## config.mk

```make
export PLATFORM = sky130hd
export DESIGN_NAME = uart_tx_fifo
export DESIGN_NICKNAME = d
export VERILOG_FILES = /design/src/rtl/uart_tx_fifo.sv
export SDC_FILE = /design/constraint.sdc
export NUM_CORES = 1
export LEC_CHECK = 0
export BUFFER_PORTS_ARGS = -buffer_cell sky130_fd_sc_hd__buf_4
export CAP_MARGIN = 20
export CORE_MARGIN = 8
export CORE_UTILIZATION = 50
export CTS_BUF_LIST = sky130_fd_sc_hd__clkbuf_2 sky130_fd_sc_hd__clkbuf_4 sky130_fd_sc_hd__clkbuf_8
export DETAILED_ROUTE_END_ITERATION = 10
export GPL_TIMING_DRIVEN = 0
export PLACE_DENSITY_LB_ADDON = 0.15
export SYNTH_ARGS = -nofsm -noshare
export SYNTH_HDL_FRONTEND = slang
export SYNTH_SLANG_ARGS = --single-unit
```

## constraint.sdc

```tcl
create_clock -name clk -period 8.5 [get_ports clk]
set_input_delay 1.7 -clock clk [delete_from_list [all_inputs] [get_ports clk]]
set_output_delay 1.7 -clock clk [all_outputs]
set_load 0.02 [all_outputs]
```

## src/rtl/uart_tx_fifo.sv

```systemverilog
`default_nettype none
// ============================================================================
//  Module   : uart_tx_fifo
//  Purpose  : Buffered front end for the UART transmitter. Bytes from the
//             host are queued in a circular FIFO. Each byte is then launched
//             into the transmitter as a one-cycle enable pulse, and the next
//             launch waits until the transmitter's busy flag has risen and
//             fallen again.
//  Ports    :
//    clk          in   system clock, rising edge
//    reset        in   asynchronous reset, active low
//    wr_en        in   host write strobe
//    wr_data      in   host byte
//    fifo_full    out  occupancy == FIFO_DEPTH (registered)
//    fifo_empty   out  occupancy == 0 (registered)
//    fifo_level   out  current occupancy
//    overflow     out  write attempted while full and no slot freed this cycle
//    tx_enable    out  one-cycle launch pulse to the transmitter
//    tx_data      out  launched byte; holds its value between launches
//    tx_busy      in   transmitter busy flag
//    launch_error out  transmitter never went busy after a launch
//  Revision : 1.0  initial release
// ============================================================================
module uart_tx_fifo #(
  parameter int INPUT_DATA_WIDTH = 8,
  parameter int FIFO_DEPTH       = 16,
  parameter int BUSY_TIMEOUT     = 4
) (
  input  logic                          clk,
  input  logic                          reset,
  input  logic                          wr_en,
  input  logic [INPUT_DATA_WIDTH-1:0]   wr_data,
  output logic                          fifo_full,
  output logic                          fifo_empty,
  output logic [$clog2(FIFO_DEPTH):0]   fifo_level,
  output logic                          overflow,
  output logic                          tx_enable,
  output logic [INPUT_DATA_WIDTH-1:0]   tx_data,
  input  logic                          tx_busy,
  output logic                          launch_error
);

  localparam int c_ptr_w = $clog2(FIFO_DEPTH);
  localparam int c_lvl_w = c_ptr_w + 1;

  localparam logic [c_lvl_w-1:0] c_full_level   = c_lvl_w'(FIFO_DEPTH);
  // The counter is checked before it increments, so the last waiting
  // cycle is the one where it still holds BUSY_TIMEOUT-1.
  localparam logic [3:0]         c_timeout_last = 4'(BUSY_TIMEOUT - 1);

  typedef enum logic [1:0] {
    S_IDLE      = 2'd0,
    S_LAUNCH    = 2'd1,
    S_WAIT_BUSY = 2'd2,
    S_WAIT_DONE = 2'd3
  } state_e;

  // --------------------------------------------------------------------------
  // Storage and state
  // --------------------------------------------------------------------------
  logic [INPUT_DATA_WIDTH-1:0] mem_q [FIFO_DEPTH];

  state_e                      state_q,   state_d;
  logic [c_ptr_w-1:0]          wr_ptr_q,  wr_ptr_d;
  logic [c_ptr_w-1:0]          rd_ptr_q,  rd_ptr_d;
  logic [c_lvl_w-1:0]          level_q,   level_d;
  logic                        full_q,    full_d;
  logic                        empty_q,   empty_d;
  logic [3:0]                  cnt_q,     cnt_d;
  logic [INPUT_DATA_WIDTH-1:0] tx_data_q, tx_data_d;

  logic w_push;
  logic w_pop;
  logic w_launch_err;
  logic w_tx_en;

  // --------------------------------------------------------------------------
  // Launch FSM: next state, pop decision and launch/timeout strobes
  // --------------------------------------------------------------------------
  always_comb begin
    state_d      = state_q;
    cnt_d        = cnt_q;
    tx_data_d    = tx_data_q;
    w_pop        = 1'b0;
    w_launch_err = 1'b0;
    w_tx_en      = 1'b0;

    case (state_q)
      S_IDLE: begin
        // A busy transmitter, even one driven from elsewhere, blocks launch.
        if (!empty_q && !tx_busy) begin
          w_pop     = 1'b1;
          tx_data_d = mem_q[rd_ptr_q];
          state_d   = S_LAUNCH;
        end
      end

      S_LAUNCH: begin
        w_tx_en = 1'b1;
        cnt_d   = '0;
        state_d = S_WAIT_BUSY;
      end

      S_WAIT_BUSY: begin
        if (tx_busy) begin
          state_d = S_WAIT_DONE;
        end else if (cnt_q == c_timeout_last) begin
          // The byte is abandoned, not retried.
          w_launch_err = 1'b1;
          cnt_d        = '0;
          state_d      = S_IDLE;
        end else begin
          cnt_d = cnt_q + 4'd1;
        end
      end

      S_WAIT_DONE: begin
        if (!tx_busy) begin
          state_d = S_IDLE;
        end
      end

      default: begin
        state_d = S_IDLE;
      end
    endcase
  end

  // --------------------------------------------------------------------------
  // FIFO bookkeeping. A pop in the same cycle frees a slot, so a write into
  // a full FIFO is still accepted when the FSM pops at the same time.
  // --------------------------------------------------------------------------
  always_comb begin
    w_push   = wr_en && (!full_q || w_pop);
    wr_ptr_d = wr_ptr_q;
    rd_ptr_d = rd_ptr_q;
    level_d  = level_q;

    if (w_push) begin
      wr_ptr_d = wr_ptr_q + c_ptr_w'(1);
    end
    if (w_pop) begin
      rd_ptr_d = rd_ptr_q + c_ptr_w'(1);
    end
    level_d = level_q + c_lvl_w'(w_push) - c_lvl_w'(w_pop);

    full_d  = (level_d == c_full_level);
    empty_d = (level_d == '0);
  end

  // --------------------------------------------------------------------------
  // Registers
  // --------------------------------------------------------------------------
  always_ff @(posedge clk or negedge reset) begin
    if (!reset) begin
      state_q   <= S_IDLE;
      wr_ptr_q  <= '0;
      rd_ptr_q  <= '0;
      level_q   <= '0;
      full_q    <= 1'b0;
      empty_q   <= 1'b1;
      cnt_q     <= '0;
      tx_data_q <= '0;
    end else begin
      state_q   <= state_d;
      wr_ptr_q  <= wr_ptr_d;
      rd_ptr_q  <= rd_ptr_d;
      level_q   <= level_d;
      full_q    <= full_d;
      empty_q   <= empty_d;
      cnt_q     <= cnt_d;
      tx_data_q <= tx_data_d;
    end
  end

  // Storage is never cleared. The pointers and the level decide what is
  // valid, so a slot written during reset is never read.
  always_ff @(posedge clk) begin
    if (w_push) begin
      mem_q[wr_ptr_q] <= wr_data;
    end
  end

  // --------------------------------------------------------------------------
  // Outputs
  // --------------------------------------------------------------------------
  assign fifo_full    = full_q;
  assign fifo_empty   = empty_q;
  assign fifo_level   = level_q;
  assign overflow     = wr_en && full_q && !w_pop;
  assign tx_enable    = w_tx_en;
  assign tx_data      = tx_data_q;
  assign launch_error = w_launch_err;

endmodule
`default_nettype wire

```

==> flow_summary.json <==
{
  "final_cells": 603,
  "hold_ws_ns": 0.517,
  "hp-start": "tx_data[6]",
  "ys_ff_latch": 157,
  "arrival_ns": 3.05,
  "cts_resized": 0,
  "antenna_found_initial": 0,
  "ios": 30,
  "grt_first_pass_wirelength_um": 19300,
  "antenna_cells": 0,
  "area_growth_pct": 13.4,
  "power_frac_seq_pct": 42.3,
  "syn_nets": 390,
  "clkLatencyLatePin_ns": 0.45,
  "gp_congestion": 0.743,
  "via_per_inst": 5.49,
  "finClkSkew_ns": 0.00876,
  "hold_viol": 0,
  "combPwrFrac_pct": 34.9,
  "final_net_count": 442,
  "hold_depth": 1,
  "slowest_stage": "or4_1",
  "avgSynthCellArea_um2": 17.4,
  "cp_cell_sequence": "buf_4 -> or4_1 -> clkbuf_1 -> buf_2 -> and3_1 -> buf_4",
  "hold_end": "tx_data[6]",
  "fmax_mhz": 210,
  "clkTransAtPathRegs_ns": 0.07,
  "setup_violations": 0,
  "cts_tree": "done",
  "timing.rr.end": "fifo_empty",
  "die_w_um": 129,
  "start_util_pct": 50.9,
  "clockRootBuffer": "clkbuf_8",
  "ys_types": 43,
  "reg2reg_depth": 14,
  "synth-async-reset-ratio_pct": 18.5,
  "preCtsSetupSlack_ns": 3.66,
  "rsz0062_at_grt": "no",
  "syn_area_um2": 6370,
  "clockBufferDepth": 2,
  "die_area_um2": 16600,
  "first_iter_violations": 270,
  "cts_buffers": 17,
  "die_height_um": 129,
  "fin_setup_tns_ns": 0,
  "power_density_nw_per_um2": 331,
  "r2r_slack_ns": 5.02,
  "hold_buffers": 0,
  "fin_crit_ns": 4.75,
  "cpMostUsedCell": "buf_4",
  "synth-edff-count": 128,
  "wl_per_cell_um": 20.8,
  "worstPathRequired_ns": 6.80,
  "fin_util_pct": 57.7,
  "syn-instance-count": 366,
  "switching_share_pct": 33.2,
  "place_inst": 571,
  "vias": 3310,
  "worstSetupEndpointType": "output port",
  "worst_slack_ns": 3.75,
  "crit_path_start_kind": "input pin",
  "grt_use_total_pct": 16.2,
  "h-tree-depth": 4,
  "cp_slowest_stage_delay_ns": 0.45,
  "post_cts_buffers": 0,
  "overflow": 0,
  "grt_pass1_vias": 3444,
  "setup.worst_path.class": "in -> out",
  "synth_flop_cell": "edfxtp_1",
  "hold_class": "reg -> reg",
  "r2r-start": "state_q[1]",
  "p_leak_nw": 2.61,
  "layout-drive-gt1-share_pct": 24.1,
  "ant_nets": 0,
  "coreArea_um2": 12500,
  "worstMarginPinSlew_ns": 0.860,
  "intPower_mw": 1.60,
  "status": "complete, no violations",
  "drtPass1Iterations": 4,
  "fin_crit_sh_pct": 55.9,
  "cts.sinks": 157,
  "grt_max_degree": 30,
  "startpoint": "tx_busy",
  "routed_wirelength_um": 12500,
  "rows": 41,
  "yosysSeqAreaShare_pct": 71.8,
  "hpwl_um": 8490,
  "ys_warn_count": 0,
  "max_cap_violations": 0,
  "crit_fanout": 10,
  "switchingPower_mw": 0.792,
  "clockPowerShare_pct": 22.8,
  "irDropWorstVdd_mv": 0.142,
  "io_buffer_count": 29,
  "drv_slew": 0,
  "drc_errors": 0,
  "max_slew_margin_pct": 42.3
}
## state kept, by name (all words and copies together), names as in the netlist
name and flops:
cnt_q 4, fifo_empty 1, fifo_full 1, fifo_level 5
mem_q 128, rd_ptr_q 4, state_q 2, tx_data 8
wr_ptr_q 4
## cells in the mapped netlist, drive strengths merged, types with 5 or more instances
cell type,number,area (um2)
mux2i,22,220
dfrtp,28,701
xnor2,8,70.1
inv,14,52.6
ha,11,138
a221oi,7,61.3
edfxtp,128,3840
buf,11,58.8
nor3,12,60.1
nand2,15,58.8
o21ai,5,25.0
clkbuf,10,37.5
a221o,7,70.1
mux4,25,563
nor2,25,93.8
## worst max-delay path by stage
stage	slack, ns	end	depth (start not counted)
floorplan	4.06	overflow	4
global placement	3.75	fifo_empty	13
detailed placement	3.66	fifo_empty	13
CTS	3.72	overflow	6
global route	3.68	overflow	6
finish	3.75	overflow	6
## power by group through the flow
| stage | Clock [mW] | Combinational, mW | Sequential [mW] |
|---|---|---|---|
| 2_1_floorplan | 0 | 0.559 | 1.05 |
| 3_3_place_gp | 0 | 0.829 | 1.02 |
| 3_5_place_dp | 0 | 0.847 | 1.03 |
| 4_1_cts | 0.556 | 0.848 | 1.01 |
| 5_1_grt | 0.585 | 0.916 | 1.02 |
| 6_report | 0.544 | 0.834 | 1.01 |
## cell usage in the layout (no fill, tap or decap), types with 3 or more instances in the layout
cell	instances
mux4_2	25
clkbuf_4	3
clkinv_2	5
nor3_1	12
a221oi_1	7
and3_1	3
o21ai_0	5
xnor2_1	8
buf_4	35
a21oi_1	3
a221o_1	7
nand2_1	14
buf_2	8
ha_1	11
dfrtp_1	28
inv_1	14
clkbuf_8	18
nor4_1	3
edfxtp_1	128
mux2i_1	22
clkbuf_1	10
nor2_1	25
## cell families after synthesis
kind of cell	count (synthesis)	share of synthesized area, %
compound gates	33	4.25
buf+inv	35	2.34
flops	157	71.8
simple gates	72	5.42
fa+ha+maj	12	2.48
xor+xnor	9	1.24
mux	48	12.5
## critical path, delay by kind of cell
family	cells	cell delay, ns
buffers and inverters	4	0.68
AND/OR/NAND/NOR	2	0.65
## cell type report
type / instances / area, um2
flip-flops and latches: 157 / 4570
multi-input cells: 174 / 1650
fillers: 1015 / 5300
plain buffers: 21 / 96.3
clock inverters: 11 / 118
clock buffers: 21 / 270
repair buffers: 33 / 248
inverters: 14 / 52.6
well taps: 172 / 215
## per-layer routing
layer / GRT usage [%] / vias to the layer above / share of wire (%)
met1: 20.8 / 1698 / 45
met2: 25.7 / 77 / 48
li1: - / 1521 / -
met4: 7.12 / 0 / 1.7
met5: 0 / - / 0
met3: 3.97 / 14 / 5.2
## stage by stage
step	area [um2]	total power, mW
2_1_floorplan	6370	1.61
3_3_place_gp	6800	1.85
3_5_place_dp	6830	1.87
4_1_cts	7220	2.42
5_1_grt	7220	2.53
6_report	7220	2.39
Note: power is estimated with default switching activity, not from simulation.
